--- src/rtl/mem_arb.sv ---
// -----------------------------------------------------------------------------
// mem_arb
//
// Two-port memory arbiter. An instruction-fetch port and a load/store data
// port share a single word-wide memory with a req/ack handshake of variable
// latency. Data normally wins over fetch; a starvation counter bounds how
// many consecutive data grants may be issued while fetch is waiting.
//
// Each access walks IDLE -> F_BUSY/D_BUSY -> DONE -> IDLE. DONE carries the
// one-cycle ready pulse back to the requester and blocks a new grant, giving
// the requester a cycle to drop its request.
//
// Ports
//   clk              sole clock, all state updates on posedge
//   reset            asynchronous, active-high reset
//   halt             blocks new grants while in IDLE (in-flight access completes)
//   f_req/f_addr     fetch request and word address (held until f_ready)
//   f_ready/f_data   one-cycle fetch completion pulse and fetched word
//   d_req/d_we       data request, 1 = store / 0 = load (held until d_ready)
//   d_addr/d_wdata   data word address and store data
//   d_ready/d_rdata  one-cycle data completion pulse and load result
//   m_req/m_we       memory request (held until m_ack) and write enable
//   m_addr/m_wdata   memory address and write data, stable while m_req is high
//   m_ack/m_rdata    memory completion and read data (valid with m_ack)
//   idle             high exactly while the arbiter is in IDLE
//
// Parameter
//   STARVE_LIMIT     consecutive data grants allowed while fetch waits (1..15)
// -----------------------------------------------------------------------------
module mem_arb #(
    parameter int STARVE_LIMIT = 3
) (
    input  logic        clk,
    input  logic        reset,
    input  logic        halt,
    // fetch port
    input  logic        f_req,
    input  logic [15:0] f_addr,
    output logic        f_ready,
    output logic [15:0] f_data,
    // data port
    input  logic        d_req,
    input  logic        d_we,
    input  logic [15:0] d_addr,
    input  logic [15:0] d_wdata,
    output logic        d_ready,
    output logic [15:0] d_rdata,
    // memory port
    output logic        m_req,
    output logic        m_we,
    output logic [15:0] m_addr,
    output logic [15:0] m_wdata,
    input  logic        m_ack,
    input  logic [15:0] m_rdata,
    // status
    output logic        idle
);

    localparam logic [3:0] LIMIT_C = 4'(STARVE_LIMIT);

    typedef enum logic [1:0] {
        IDLE   = 2'd0,
        F_BUSY = 2'd1,
        D_BUSY = 2'd2,
        DONE   = 2'd3
    } state_t;

    state_t      state_r;
    logic [3:0]  starve_cnt_r;

    logic        fetch_priority_s;
    logic        grant_data_s;
    logic        grant_fetch_s;
    logic [3:0]  starve_next_s;

    // Arbitration decision for the IDLE state: data first unless fetch has
    // waited through STARVE_LIMIT consecutive data grants.
    always_comb begin
        fetch_priority_s = 1'b0;
        grant_data_s     = 1'b0;
        grant_fetch_s    = 1'b0;
        if (f_req && (starve_cnt_r == LIMIT_C)) begin
            fetch_priority_s = 1'b1;
        end else begin
            fetch_priority_s = 1'b0;
        end
        if (d_req && !fetch_priority_s) begin
            grant_data_s = 1'b1;
        end else if (f_req) begin
            grant_fetch_s = 1'b1;
        end else begin
            grant_data_s  = 1'b0;
            grant_fetch_s = 1'b0;
        end
    end

    // Starvation count after a data grant: counts up (saturating) only while
    // fetch is being passed over; a data grant with no fetch pending restarts.
    always_comb begin
        starve_next_s = 4'd0;
        if (f_req) begin
            if (starve_cnt_r < LIMIT_C) begin
                starve_next_s = starve_cnt_r + 4'd1;
            end else begin
                starve_next_s = starve_cnt_r;
            end
        end else begin
            starve_next_s = 4'd0;
        end
    end

    // Access FSM with all outputs registered; reset abandons any access.
    always_ff @(posedge clk or posedge reset) begin
        if (reset) begin
            state_r      <= IDLE;
            starve_cnt_r <= 4'd0;
            m_req        <= 1'b0;
            m_we         <= 1'b0;
            m_addr       <= 16'h0000;
            m_wdata      <= 16'h0000;
            f_ready      <= 1'b0;
            d_ready      <= 1'b0;
            f_data       <= 16'h0000;
            d_rdata      <= 16'h0000;
            idle         <= 1'b1;
        end else begin
            // Ready pulses last a single cycle unless re-asserted below.
            f_ready <= 1'b0;
            d_ready <= 1'b0;
            case (state_r)
                IDLE: begin
                    if (!halt && grant_data_s) begin
                        m_req        <= 1'b1;
                        m_we         <= d_we;
                        m_addr       <= d_addr;
                        m_wdata      <= d_wdata;
                        starve_cnt_r <= starve_next_s;
                        idle         <= 1'b0;
                        state_r      <= D_BUSY;
                    end else if (!halt && grant_fetch_s) begin
                        // m_wdata is left as-is: it is meaningless on a read.
                        m_req        <= 1'b1;
                        m_we         <= 1'b0;
                        m_addr       <= f_addr;
                        starve_cnt_r <= 4'd0;
                        idle         <= 1'b0;
                        state_r      <= F_BUSY;
                    end else begin
                        idle    <= 1'b1;
                        state_r <= IDLE;
                    end
                end
                F_BUSY: begin
                    if (m_ack) begin
                        m_req   <= 1'b0;
                        f_data  <= m_rdata;
                        f_ready <= 1'b1;
                        state_r <= DONE;
                    end else begin
                        state_r <= F_BUSY;
                    end
                end
                D_BUSY: begin
                    if (m_ack) begin
                        m_req   <= 1'b0;
                        d_ready <= 1'b1;
                        // A store completes without disturbing the last load result.
                        if (!m_we) begin
                            d_rdata <= m_rdata;
                        end else begin
                            d_rdata <= d_rdata;
                        end
                        state_r <= DONE;
                    end else begin
                        state_r <= D_BUSY;
                    end
                end
                DONE: begin
                    // No grant here: the requester needs this cycle to drop req.
                    idle    <= 1'b1;
                    state_r <= IDLE;
                end
                default: begin
                    m_req   <= 1'b0;
                    idle    <= 1'b1;
                    state_r <= IDLE;
                end
            endcase
        end
    end

endmodule
--- config.mk ---
export PLATFORM = sky130hd
export DESIGN_NAME = mem_arb
export DESIGN_NICKNAME = d
export VERILOG_FILES = /design/src/rtl/mem_arb.sv
export SDC_FILE = /design/constraint.sdc
export NUM_CORES = 1
export LEC_CHECK = 0
export ABC_AREA = 1
export CAP_MARGIN = 20
export CORE_MARGIN = 2
export CORE_UTILIZATION = 30
export CTS_BUF_LIST = sky130_fd_sc_hd__clkbuf_4 sky130_fd_sc_hd__clkbuf_8
export DETAILED_ROUTE_END_ITERATION = 7
export PLACE_DENSITY_LB_ADDON = 0.08
export SLEW_MARGIN = 20
export SYNTH_ARGS = -nofsm -noshare
export SYNTH_HDL_FRONTEND = slang
export SYNTH_SLANG_ARGS = --single-unit
--- constraint.sdc ---
create_clock -name clk -period 6.55 [get_ports clk]
set_input_delay 0.655 -clock clk [delete_from_list [all_inputs] [get_ports clk]]
set_output_delay 0.655 -clock clk [all_outputs]
set_load 0.02 [all_outputs]
---- Word level (Yosys, flattened, before mapping) ----
Cells that the tools add are included.
cells by class
  add/subtract/negate cells ............... 1
  magnitude comparators ................... 1
  equality and inequality tests ........... 7
  muxes and demuxes ....................... 27
  bitwise gates (word level) .............. 1
  reductions and logical operators ........ 17
operators by type and width
  kind                                                         count
  two-way mux 16 bit                                           2
  two-way mux 1 bit                                            16
  two-way mux 4 bit                                            4
  AND reduction 3 bit                                          3
  case mux 2 bit (4 select lines)                              1
  != test 3 bit (second input constant)                        2
  AND reduction 2 bit                                          3
  nonzero test 2 bit                                           3
  adder 4 x 1 -> 4 bit (second input constant)                 1
  equality test 2 bit (second input constant)                  2
  equality test 4 x 2 -> 1 bit (second input constant)         1
  logical AND 1 bit                                            4
  less-than comparator 4 x 2 -> 1 bit (second input constant)  1
  two-way mux 2 bit                                            2
  case mux 1 bit (2 select lines)                              2
  equality test 2 x 1 -> 1 bit (second input constant)         1
  logical NOT 1 bit                                            2
  logical NOT 2 bit                                            1
  != test 2 x 1 -> 1 bit (second input constant)               1
  OR reduction 2 bit                                           1
  inverter 1 bit                                               1
storage, ports and cells
  register bits ........................... 75
  output and inout port bits .............. 69
  word-level logic and storage cells ...... 65

---- Depth between registers and ports, before layout ----
  word-level depth ........................ 10
  depth in mapped cells ................... 10
  depth with buffers taken out ............ 9

---- Least setup slack after synthesis ----
Ideal clock, no wire load.
  path kind ............................... input to register
  start point ............................. in f_req
  end point ............................... reg m_wdata[0]
  setup time .............................. 0.117 ns
  data arrival time ....................... 1.376 ns
  data required time ...................... 6.433 ns
  setup slack ............................. 5.057 ns
  stages on the path ...................... 9
  buffers on the path ..................... 1
  cells stage by stage .................... nand2_1 inv_1 nand2_2 nand3_4 nor2_8 inv_2 buf_6 nand2_1 nand2_1
between the ends
  word-level cells in the longest chain between the ends .. 7
RTL lines
  element                               line  RTL
  from (decl)                           37    input logic f_req,
  logical AND 1 bit                     82    if (f_req && (starve_cnt_r == LIMIT_C)) begin
  two-way mux 1 bit                     82
  logical NOT 1 bit                     87    if (d_req && !fetch_priority_s) begin
  logical AND 1 bit                     87
  two-way mux 1 bit                     87
  logical AND 1 bit                     132   if (!halt && grant_data_s) begin
  AND reduction 2 bit (no source line)  --
  to (signal assigned)                  136   m_wdata <= d_wdata;
  to (decl)                             52    output logic [15:0] m_wdata,
No other way between the ends.
A chain may end at the register's enable or synchronous reset.

---- Worst setup path after layout ----
  start point ............................. in d_req
  end point ............................... reg starve_cnt_r[1]
between the ends
  word-level cells in the longest chain between the ends .. 5
RTL lines
  element                                                               line      RTL
  from (decl)                                                           42        input logic d_req,
  logical AND 1 bit *                                                   87
  two-way mux 1 bit                                                     87
  logical AND 1 bit (on tied branches)                                  132, 140
  != test 3 bit (no source line) or nonzero test 2 bit (tied branches)  --
  AND reduction 3 bit (no source line)                                  --
  to (signal assigned)                                                  137       starve_cnt_r <= starve_next_s;
  to (decl)                                                             69        logic [3:0] starve_cnt_r;
Mark *: on every way between the ends. The rest lies on a longest branch, timed or not.

==> flow_metrics.tcl <==
set metrics [dict create \
    synth_area_leaders "dfrtp_1 56%, nand2_1 15%, o21ai_0 8.0%" \
    synthesis.area_um2 3330 \
    p_switching_w 0.000830 \
    drt_iter0_drc 89 \
    clkSlewWorstSetupHoldPaths_ns 0.08 \
    swShare_pct 37.7 \
    nets 602 \
    postRouteAntennaNets 0 \
    syn-num-nets 470 \
    highest_layer "met4" \
    met3_length_um 955 \
    rsz0062_at_grt "false" \
    cts_max_level 3 \
    synth_cells 394 \
    start_util_pct 30.7 \
    relSlewSlack_pct 35.7 \
    gp_congestion 0.794 \
    tns_ns 0 \
    synth_warnings 0 \
    fin_util_pct 46.5 \
    irDropWorstVdd_mv 0.183 \
    hold_slack_ns 0.474 \
    crit_top_cell "nand2_1" \
    p_per_area_nw_per_um2 436 \
    fin_crit_sh_pct 45.0 \
    routed_wl_mm 8.77 \
    cts_resized 0 \
    met1_length_mm 3.89 \
    grt_pass1_wl_mm 14.1 \
    cts_tree "done" \
    num_antenna_cells 0 \
    drive_gt1_share_pct 4.90 \
    cts_buffer_depth 2 \
    final_cells 671 \
    maxCapViolations 0 \
    arrival_ns 3.17 \
    ios 140 \
    criticalPathCategory "in -> reg" \
    outcome "completed" \
    min_period_ns 2.95 \
    ctsHoldBuffers 0 \
    worstMarginPinSlew_ns 0.964 \
    coreArea_um2 10800 \
    netlist.area_leader.share_pct 55.7 \
    finalHoldViolCount 0 \
    grt_overflow 0 \
    cts_setup_buffers 0 \
    crit_slowest_cell "clkdlybuf4s50_1" \
    power_frac_comb_pct 46.1 \
    track_usage_pct 15.2 \
    area_growth_pct 51.6 \
    cp-start-kind "input port" \
    pwr-share-seq_pct 35.2 \
    power_leakage_nw 2.49 \
    cts_buffers 9 \
    critPathMaxFanout 22 \
    p_clk_share_pct 18.7 \
    synth_cell_types 22 \
    clock-root-buffer "clkbuf_8" \
    timing.fmax_ghz 0.339 \
    total_power_w 0.00220 \
    intPower_w 0.00137 \
    dieWidth_um 109 \
    firstDrtPassIters 4 \
    final_cell_mix "139 x clkdlybuf4s50_1, 131 x nand2_1, 74 x dfrtp_1" \
    hp-class "reg -> reg" \
    layout_commonest_cell "clkdlybuf4s50_1" \
    drcViolationCount 0 \
    vias_per_cell 4.37 \
    clock-skew-final_ns 0.00814 \
    io_buffers 139 \
    avgSynthCellArea_um2 8.44 \
    die_h_um 109 \
    seq_area_frac_synth_pct 56.5 \
    wire_per_inst_um 13.1 \
    dieArea_um2 11900 \
    dp_hpwl_mm 6.03 \
    yosysTopAreaCell "dfrtp_1" \
    grt_pass1_vias 2966 \
    setup_viol 0 \
    rows 38 \
    critical_path.cell_chain "clkdlybuf4s50_1 -> o21ai_2 -> nor2_2 -> nand2_1 -> nand2_1 -> nand2_1" \
    clock-sinks 75 \
    ys_ff_latch 75 \
    cp-end-kind "register" \
    vias 2934 \
    wl_met2_mm 3.82 \
    grt_max_degree 76 \
    antenna_found_initial 0 \
    dpl.cell_count 655 \
    final_max_slew_viol_count 0 \
    worstSkewPairLatency_ns 0.34 \
    worstPathRequired_ns 6.78 \
    slowest_delay_ns 1.03 \
]
power groups by stage:
stage | clock (W) | sequential (W) | combinational [W]
floorplan | 0 | 0.00101 | 0.000279
global placement | 0 | 0.000782 | 0.00102
detailed placement | 0 | 0.000782 | 0.00103
CTS | 0.000427 | 0.000779 | 0.00103
global route | 0.000447 | 0.000802 | 0.00111
finish | 0.000412 | 0.000775 | 0.00101
critical path, delay by kind of cell:
kind            cells  cell delay (ns)
compound gates      1             0.41
simple gates        4             1.07
buf+inv             1             1.03
area by class of cell:
class | count | area (µm²)
fillers | 1101 | 5800
clock inverters | 5 | 83.8
multi-input cells | 239 | 1120
well taps | 140 | 175
repair buffers | 140 | 1400
flip-flops and latches | 75 | 1880
clock buffers | 11 | 151
inverters | 61 | 230
cell families after synthesis:
family / after synthesis / synth area share (%)
simple gates: 177 / 23.1
fa+ha+maj: 5 / 1.88
flops: 75 / 56.5
compound gates: 57 / 8.84
buf+inv: 80 / 9.74
cells in the mapped netlist:
library cell,n
inv_2,2
nand3_1,20
nor2_8,1
ha_1,5
dfrtp_1,74
a21oi_1,1
o21ai_2,1
o21ai_0,53
nand2_1,131
dfstp_2,1
nor2_1,5
nand2_2,1
buf_4,2
nor2_2,1
buf_2,7
a21boi_0,2
nand4_1,17
buf_1,1
nand3_4,1
buf_6,1
clkbuf_1,8
inv_1,59
state kept, by name, indices dropped and copies added (netlist names):
signal        flops
starve_cnt_r      4
m_addr           16
m_wdata          16
f_data           16
f_ready           1
idle              1
m_req             1
state_r           2
d_ready           1
m_we              1
d_rdata          16
stage by stage:
stage	setup slack (ns)	cell area (µm²)
finish	3.60	5040
global route	3.44	5040
CTS	3.66	5040
detailed placement	3.30	4810
global placement	3.35	4810
floorplan	3.99	3330
per-layer routing:
layer / track usage [%] / vias to the layer above
li1: - / 1494
met1: 18.8 / 1334
met2: 23.5 / 96
met3: 7.11 / 10
met4: 5.06 / 0
met5: 0 / -
path summary, 6_finish.rpt:
| kind | startpoint | endpoint | slack, ns | depth (start not counted) |
|---|---|---|---|---|
| min in group asynchronous | reset | m_wdata[7]$_DFFE_PP0P_ | 0.92 | 3 |
| worst min-delay path | m_wdata[5]$_DFFE_PP0P_ | m_wdata[5]$_DFFE_PP0P_ | 0.47 | 2 |
| worst max register to register | state_r[0]$_DFF_PP0_ | starve_cnt_r[1]$_DFFE_PP0P_ | 4.34 | 7 |
| max in group asynchronous | reset | d_rdata[15]$_DFFE_PP0P_ | 5.00 | 3 |
| worst min register to register | m_wdata[5]$_DFFE_PP0P_ | m_wdata[5]$_DFFE_PP0P_ | 0.47 | 2 |
| worst max-delay path | d_req | starve_cnt_r[1]$_DFFE_PP0P_ | 3.60 | 6 |
No activity file was read; power rests on OpenSTA's default activity.
